==> src/rtl/uart_rx.sv <==
// 8N1 UART receiver: 2-flop synchronized line, mid-bit sampling, one-cycle
// valid / frame_err pulses, and a RECOVER state that waits out a held-low break.
module uart_rx #(
  parameter int CLKS_PER_BIT = 16
) (
  input  logic       clkin,
  input  logic       rst,
  input  logic       rx,
  output logic [7:0] data,
  output logic       valid,
  output logic       frame_err,
  output logic       busy
);

  typedef enum logic [2:0] {
    IDLE    = 3'd0,
    START   = 3'd1,
    DATA    = 3'd2,
    STOP    = 3'd3,
    RECOVER = 3'd4
  } state_t;

  localparam logic [15:0] HALF_M1 = 16'(CLKS_PER_BIT / 2 - 1);
  localparam logic [15:0] FULL_M1 = 16'(CLKS_PER_BIT - 1);

  logic        r_sync1;
  logic        r_sync2;
  state_t      r_state;
  state_t      w_state_n;
  logic [15:0] r_cnt;
  logic [2:0]  r_bit;
  logic [7:0]  r_shift;
  logic [7:0]  r_data;
  logic        r_valid;
  logic        r_ferr;

  logic        w_rx;
  logic        w_sample;
  logic        w_load;
  logic        w_ferr;
  logic        w_cnt_clr;

  assign w_rx = r_sync2;

  always_ff @(posedge clkin) begin
    if (rst) begin
      r_sync1 <= 1'b1;
      r_sync2 <= 1'b1;
    end else begin
      r_sync1 <= rx;
      r_sync2 <= r_sync1;
    end
  end

  always_comb begin
    w_state_n = r_state;
    w_sample  = 1'b0;
    w_load    = 1'b0;
    w_ferr    = 1'b0;
    case (r_state)
      IDLE: begin
        if (!w_rx) w_state_n = START;
      end
      START: begin
        // A line that is high again at mid-start-bit was only a glitch.
        if (r_cnt == HALF_M1) w_state_n = w_rx ? IDLE : DATA;
      end
      DATA: begin
        if (r_cnt == FULL_M1) begin
          w_sample = 1'b1;
          if (r_bit == 3'd7) w_state_n = STOP;
        end
      end
      STOP: begin
        if (r_cnt == FULL_M1) begin
          if (w_rx) begin
            w_load    = 1'b1;
            w_state_n = IDLE;
          end else begin
            w_ferr    = 1'b1;
            w_state_n = RECOVER;
          end
        end
      end
      RECOVER: begin
        if (w_rx) w_state_n = IDLE;
      end
      default: w_state_n = IDLE;
    endcase
  end

  // The counter only times START/DATA/STOP; it is held at zero while waiting.
  assign w_cnt_clr = (w_state_n != r_state) || w_sample ||
                     (r_state == IDLE) || (r_state == RECOVER);

  always_ff @(posedge clkin) begin
    if (rst) begin
      r_state <= IDLE;
      r_cnt   <= 16'd0;
      r_bit   <= 3'd0;
      r_shift <= 8'h00;
      r_data  <= 8'h00;
      r_valid <= 1'b0;
      r_ferr  <= 1'b0;
    end else begin
      r_state <= w_state_n;
      r_cnt   <= w_cnt_clr ? 16'd0 : 16'(r_cnt + 16'd1);
      if (r_state == START && w_state_n == DATA) begin
        r_bit <= 3'd0;
      end else if (w_sample) begin
        r_bit          <= 3'(r_bit + 3'd1);
        r_shift[r_bit] <= w_rx;
      end
      if (w_load) r_data <= r_shift;
      r_valid <= w_load;
      r_ferr  <= w_ferr;
    end
  end

  assign data      = r_data;
  assign valid     = r_valid;
  assign frame_err = r_ferr;
  assign busy      = (r_state != IDLE);

endmodule

==> config.mk <==
export PLATFORM = sky130hd
export DESIGN_NAME = uart_rx
export DESIGN_NICKNAME = d
export VERILOG_FILES = /design/src/rtl/uart_rx.sv
export SDC_FILE = /design/constraint.sdc
export NUM_CORES = 1
export LEC_CHECK = 0
export BUFFER_PORTS_ARGS = -buffer_cell sky130_fd_sc_hd__buf_2
export CAP_MARGIN = 5
export CORE_ASPECT_RATIO = 1.5
export CORE_UTILIZATION = 55
export DETAILED_ROUTE_END_ITERATION = 8
export GPL_TIMING_DRIVEN = 0
export PLACE_DENSITY = 0.74
export REMOVE_ABC_BUFFERS = 1
export SYNTH_ARGS = -nofsm -noshare
export SYNTH_HDL_FRONTEND = slang
export SYNTH_SLANG_ARGS = --single-unit
export TNS_END_PERCENT = 20
==> constraint.sdc <==
create_clock -name clkin -period 5.52 [get_ports clkin]
set_input_delay 0.552 -clock clkin [delete_from_list [all_inputs] [get_ports clkin]]
set_output_delay 0.552 -clock clkin [all_outputs]
set_load 0.03 [all_outputs]
# == Word level (Yosys, flattened, before mapping) ==
# Cells that the tools add are included.
# W data, S select, Z words.
# classes
addsub,2
n_lt_le_gt_ge,2
eq_ne,9
muxes,18
n_bitwise,3
n_reduce_logical,11
# ops
cell,n
$mux W3,7
$add A16 B1 Y16 const B,1
$eq A16 B3 Y1 const B,1
$eq A16 B4 Y1 const B,1
$pmux W3 S5,1
$eq A3 B2 Y1 const B,3
$bwmux W8,1
$mux W1,7
$eq A3 B3 Y1 const B,2
$lt A3 B4 Y1 const B,1
$reduce_or A2 Y1,2
$add A3 B1 Y3 const B,1
$demux W1 S3,1
$eq A3 B1 Y1 const B,1
$ge A3 B1 Y1 const B,1
$logic_not A3 Y1,1
$logic_or A1 B1 Y1,3
$ne A3 B3 Y1,1
$not A1 Y1,3
$reduce_bool A3 Y1,1
$reduce_or A3 Y1,1
$logic_and A1 B1 Y1,2
$mux W2,1
$reduce_and A2 Y1,1
# totals
regBits,42
input_bits,3
output_inout_bits,11
wordCells,54

# == Logic depth before layout (Yosys ltp) ==
# Gate-level depths: netlist of run 1.
# logic_depth
depth_word,9
ltp_mapped,7
mapped_depth_nobuf,6

# == Worst setup path before layout of run 1 ==
# No wires, ideal clock.
# synth_path
path_type,register to register
startpoint,register r_cnt[4]
endpoint,register r_state[0]
setup_time_ps,128
arrival_ps,1858
required_ps,5392
setup_slack_ps,3535
stages_incl_launch_ff,6
path_buffers,0
period_less_slack_ps,1985
cell_sequence,dfxtp_1 -> or4_4 -> nor4_4 -> mux2_2 -> a21oi_1 -> nor2_1
# synth_via
elab_chain_cells,3
word_cells_on_any_way,6
cone_classes,eq/ne (2); mux (4)
# synth_lines
item,line_no,text
start: declaration,30,logic [15:0] r_cnt;
start signal: assignment,107,r_cnt <= w_cnt_clr ? 16'd0 : 16'(r_cnt + 16'd1);
$eq A16 B4 Y1 / $eq A16 B3 Y1 (equally long branches),"69, 75, 66",
"$mux W3, on equally long branches","75, 66, 69",
$pmux W3 S5 *,60,case (r_state)
end signal: assignment,106,r_state <= w_state_n;
end: declaration,28,state_t r_state;
# Mark *: on every way between the ends. The rest lies on a longest branch, timed or not.
# A chain may end at the register's enable or synchronous reset.

# == Worst setup path in the final report of run 1 ==
# Same ends and word-level chain as after synthesis.

==> run metrics, run 1 <==
outcome=finished clean; detailed-route DRC error count=0; fillers=307; crit-path max cell delay=0.70 ns; hold path depth=1; H-Tree Depth=2; RSZ-0062 raised after global routing=false; Crit. End Element=register; initial core utilization=0.5688; CP arrival=2.58 ns; # diodes=0; worst hold path type=register to register; Slew HR=0.5154; Tot Pwr=0.5068 mW; CTS tree=yes; crit path kind=register to register; I/O Buffers=13; Max VDD drop=0.0001664 V; DP HPWL=2560 um; fin crit share=0.4363; post-CTS resize count=0; placed cell count=249; PnR worst setup slack=3.112 ns; antenna-violating nets left=0; syn avg cell area=9.433 um^2; final hold violation count=0; fin util=0.6102; 1st-pass router iterations=4; hold path startpoint=r_sync1; non-filler cells, final=257; count of flip-flops with a built-in enable after synthesis=0; Die Area=0.003744 mm^2; largest net degree at the start of global routing=27; Hold Path Sink=r_sync2; share of cells above drive strength 1=0.1535; CP max stage cell=nor4_4; clock tree buffer depth=2; Worst Path Buf+Inv=0; # setup viols final=0; DR vias=1425; first-pass GRT wire length=5796 um; initial antenna violation count=0; CTS Buf Count=5; I/O Pins=14; clk_lat worst skew=0.29 ns; clock slew at reported path FFs=0.08 ns; row count=26; sequential-to-total area share from yosys stat=0.4369; clk_skew=0.008052 ns; Setup Fix Bufs, Post-CTS=0; YS warnings=0; post-synth cell types=38; area grow syn2layout=7.282%; Die X-Extent=50.30 um; RD Place Congestion=0.8666; FMAX=415.2 MHz; crit-path max FO=14; maxcap violations=0; core footprint=0.003383 mm^2; #FFs+latches synth=42; Synth Flop Type=dfxtp_1; Root Driver=clkbuf_8; Worst-Margin Slew=0.7215 ns; DRT iter0 DRCs=17; die height=74.45 um; global route total overflow=0; Mapped Cells=204; CP required=5.69 ns; Fin Setup TNS=0 ns; Register-to-Register Path Depth=5; WL final=3374 um; critical path's top delay family=simple AND/OR/NAND/NOR gates; reg2reg end=r_state[0]; r2r startpoint=r_cnt[4]; Pins Over Slew Limit=0; GRT Util Overall=0.2062; DR WL/cell=13.13 um; power density over the cells=245.5 mW/mm^2; Leakage=0.8690 nW; Post-Place Setup Slack=3.109 ns; Final #Nets=220; Post-Syn Area=0.001924 mm^2; nature of the critical path startpoint=register; hold_buf cts=0; async set or reset register ratio after synthesis=0; vias per cell=5.545; Sink Count=42; Final min period=2.408 ns; R2R Setup Slk=3.11 ns; vias in the first global route=1416; critical-path cell list=or4_4, nor4_4, mux2_2, a21oi_1, nor2_1
==> synthesized netlist by cell type, types with 2 or more instances <==
cell | count | area (um^2)
buf_4 | 2 | 15.01
or4_4 | 3 | 33.78
and3_1 | 7 | 43.79
xnor2_1 | 8 | 70.07
or2_2 | 2 | 12.51
nand2_1 | 13 | 48.80
nor2_1 | 40 | 150.1
nand4_1 | 5 | 31.28
a211oi_1 | 2 | 15.01
dfxtp_1 | 42 | 840.8
nor3_1 | 4 | 20.02
xor2_1 | 7 | 61.31
nor4_4 | 3 | 63.81
nor2b_1 | 6 | 37.54
nand3_1 | 10 | 50.05
clkbuf_1 | 6 | 22.52
nand4b_1 | 3 | 26.28
mux2i_1 | 16 | 160.2
ha_1 | 3 | 37.54
a21oi_1 | 4 | 20.02
==> sequential cells by signal, indices dropped and copies added (netlist names) <==
register and flops:
r_bit 3, valid 1, r_shift 8, r_cnt 16, r_sync1 1, data 8
r_state 3, frame_err 1, r_sync2 1
==> how the worst max path moves through the flow <==
| stage | to | from | cells past startpoint | slack [ns] |
|---|---|---|---|---|
| 2_1_floorplan | r_state[0] | r_cnt[4] | 5 | 3.33 |
| 4_1_cts | r_state[0] | r_cnt[4] | 5 | 3.10 |
| 3_5_place_dp | r_state[0] | r_cnt[4] | 5 | 3.11 |
| 5_1_grt | r_state[0] | r_cnt[4] | 5 | 2.98 |
| 3_3_place_gp | r_state[0] | r_cnt[4] | 5 | 3.13 |
| 6_report | r_state[0] | r_cnt[4] | 5 | 3.11 |
==> stage by stage <==
stage / hold slack [ns] / cell area (um^2)
CTS: 0.4181 / 2064
floorplan: 0.3895 / 1861
detailed placement: 0.3989 / 1978
global route: 0.4383 / 2064
finish: 0.4147 / 2064
global placement: 0.3958 / 1978
==> cell families (layout without fill, tap and decap cells) <==
| group | after synthesis | in the layout | synth area share |
|---|---|---|---|
| simple gates | 106 | 106 | 0.3167 |
| fa+ha+maj | 3 | 3 | 0.01951 |
| mux | 17 | 17 | 0.08907 |
| flops | 42 | 42 | 0.4369 |
| buf+inv | 10 | 21 | 0.03315 |
| compound gates | 11 | 11 | 0.03641 |
| xor+xnor | 15 | 15 | 0.06827 |
==> per-layer routing <==
metal  global-route usage  vias to the layer above  part of all wire
met5                    0                        -                 0
met4               0.1142                        0             0.028
met3              0.04908                       10             0.025
met2               0.4163                       19              0.57
met1               0.1807                      673              0.38
li1                     -                      723                 -
==> cell usage in the layout (no fill, tap or decap), drive strengths merged, types with 2 or more instances in the layout <==
cell type,n
a211oi,2
a21oi,4
and3,7
buf,13
clkbuf,6
clkinv,2
dfxtp,42
ha,3
mux2i,16
nand2,13
nand3,11
nand4,6
nand4b,3
nor2,40
nor2b,6
nor3,4
nor4,4
or2,2
or3,2
or4,3
xnor2,8
xor2,7
==> power by group <==
group	internal (mW)	leakage (nW)	switching, mW
Sequential	0.304	0.339	0.00241
Clock	0.0891	0.0452	0.101
Combinational	0.00368	0.485	0.00691
==> area by class of cell <==
cell class	count	area, um^2	share of cell area
Multi-Input combinational cell	152	1020	0.4939
Tap cell	42	52.55	0.02545
Clock buffer	6	72.57	0.03515
Timing Repair Buffer	13	65.06	0.03152
Clock inverter	2	13.76	0.006667
Sequential cell	42	840.8	0.4073
Power figures use the tool's default switching activity.
==> run 2, diff against run 1 <==
ABC_AREA = 1   (was default)
CORE_UTILIZATION = 53   (was 55)
clock period = 2 ns   (was 5.52 ns; I/O delays follow)
==> run metrics, run 2 <==
crit path kind=register to register; share of cells above drive strength 1=0.1901; CTS Buf Count=5; Gate power share=0.026; DRT iter0 DRCs=22; Fin Setup TNS=0 ns; clk_lat worst skew=0.29 ns; WL final=3231 um; vias in the first global route=1483; detailed-route DRC error count=0; CTS tree=yes; Post-Syn Area=0.001961 mm^2; count of flip-flops with a built-in enable after synthesis=0; Design Area, Final=0.002203 mm^2; maxcap violations=0; DP HPWL=2391 um; largest net degree at the start of global routing=17; area grow syn2layout=12.38%; 1st-pass router iterations=4; Net Sw Power=0.3178 mW; DR vias=1543; Die X-Extent=51.66 um; crit-path max cell delay=0.36 ns; Pins Over Slew Limit=0; Synth Flop Type=dfxtp_1; Leakage=0.8220 nW; area post-placement=0.002047 mm^2; YS warnings=0; final hold violation count=0; leading cell types in the layout, fill and taps excluded=nor2_1, dfxtp_1, nand2_1; die height=76.49 um; Root Driver=clkbuf_8; fin crit share=0.9119; RD Place Congestion=0.8784; Worst-Margin Slew=0.3849 ns; core footprint=0.003481 mm^2; row count=26; FMAX=548.3 MHz; GRT Util Overall=0.1913; worst hold path type=input port to register; sequential power share=0.496; Final #Nets=268; Mapped Cells=246; # setup viols final=0; vias per cell=5.059; initial antenna violation count=0; commonest non-fill, non-tap cell in the layout=nor2_1; Switching Share=0.1867; antenna-violating nets left=0; power density over the cells=772.5 mW/mm^2; Slew HR=0.7426; # diodes=0; CP arrival=2.01 ns; fillers=306; sequential-to-total area share from yosys stat=0.4288; outcome=finished clean; Final min period=1.824 ns; hold_buf cts=0; post-synth cell types=28; nature of the critical path startpoint=register; max reg flops=16; syn avg cell area=7.970 um^2; largest register by flop count=r_cnt; async set or reset register ratio after synthesis=0; Max VDD drop=0.0005723 V; Yosys top cell area share=0.4288; first-pass GRT wire length=5775 um; RSZ-0062 raised after global routing=false; initial core utilization=0.5633; internal power=1.384 mW; clock tree buffer depth=2; H-Tree Depth=2; most instantiated cells after synthesis=nor2_1, dfxtp_1, nand2_1; I/O Pins=14; global route total overflow=0; Hold WS=0.09088 ns; Sink Count=42; Die Area=0.003951 mm^2; area leader, netlist=dfxtp_1; top-count cell post-synth=nor2_1; clk_skew=0.01100 ns; CP max stage cell=dfxtp_1; Clock Power Share=0.478; DR WL/cell=10.59 um; synth top area cells=dfxtp_1, nor2_1, nor2_4, nand2_1, inv_1; critical-path cell list=ha_1, nand3_2, nor2_4, nand2_4, a21oi_4, nand3_1, nand2_1, nand2_2, nand2_8, nor2_1; CP required=2.18 ns; crit-path max FO=16; I/O Buffers=13; Crit. End Element=register; clock slew at reported path FFs=0.08 ns; #FFs+latches synth=42
[run 2: changes by cell type after synthesis, sizes merged, moves of 6 or more]
| cell | before | now |
|---|---|---|
| inv | 0 | 27 |
| nor2 | 40 | 67 |
| nand2 | 13 | 31 |
| mux2i | 16 | 0 |
| nor3 | 4 | 17 |
| o21ai | 1 | 9 |
| and3 | 7 | 0 |
| nor2b | 6 | 0 |
[run 2: final cells by class]
cell class              count  area, um^2  share of cell area
well taps                  42       52.55             0.02385
repair buffers             13       65.06             0.02953
flip-flops and latches     42       840.8              0.3816
inverters                  27       101.3             0.04600
clock buffers               6       82.58             0.03748
clock inverters             2       60.06             0.02726
multi-input cells         173        1001              0.4543
[run 2: power by group through the flow]
stage	clock (mW)	combinational (mW)	sequential (mW)
5_1_grt	0.869	0.0501	0.844
3_5_place_dp	0	0.0434	0.863
3_3_place_gp	0	0.0426	0.863
4_1_cts	0.829	0.0436	0.843
2_1_floorplan	0	0.0314	0.862
6_report	0.814	0.0449	0.844
[run 2: kinds of logic after synthesis]
group / after synthesis / synth area share
buffers and inverters: 31 / 0.06765
AO/OA/AOI/OAI: 21 / 0.06510
XOR/XNOR: 14 / 0.06254
AND/OR/NAND/NOR: 135 / 0.3567
adder cells (fa/ha/maj): 3 / 0.01915
flip-flops: 42 / 0.4288
[run 2: worst max-delay path, delay by kind of cell (launching register included)]
kind / cells / cell delay, ns
adder cells (fa/ha/maj): 1 / 0.23
AO/OA/AOI/OAI: 1 / 0.14
flip-flops: 1 / 0.36
AND/OR/NAND/NOR: 8 / 0.96
[run 2: path summary, 6_finish.rpt]
| path | depth (start not counted) | endpoint | startpoint | slack, ns |
|---|---|---|---|---|
| max reg2reg | 10 | r_cnt[1] | r_cnt[0] | 0.18 |
| max | 10 | r_cnt[1] | r_cnt[0] | 0.18 |
| min reg2reg | 1 | r_sync2 | r_sync1 | 0.41 |
| min | 2 | r_sync1 | rx | 0.09 |
[run 2: timing repair]
item	in CTS	in global routing
setup endpoints to repair	0	25
gates resized for setup	0	4
buffers inserted	0	0
[run 2: through the flow]
stage	std cells	utilization	power, mW	setup WS, ns
final	305	0.6330	1.702	0.1762
after global routing	305	0.6330	1.763	0.002739
after CTS	305	0.6290	1.716	0.03511
after detailed placement	297	0.5881	0.9065	0.05805
after global placement	297	0.5881	0.9057	0.1071
after floorplan	242	-	0.8932	0.2969
[run 2: metal layers]
layer	vias to the layer above	GRT usage	wire length, um
met5	-	0	0
met4	0	0.08378	75
met3	7	0.04790	102
met2	26	0.3740	1726
met1	691	0.1708	1326
li1	819	-	-
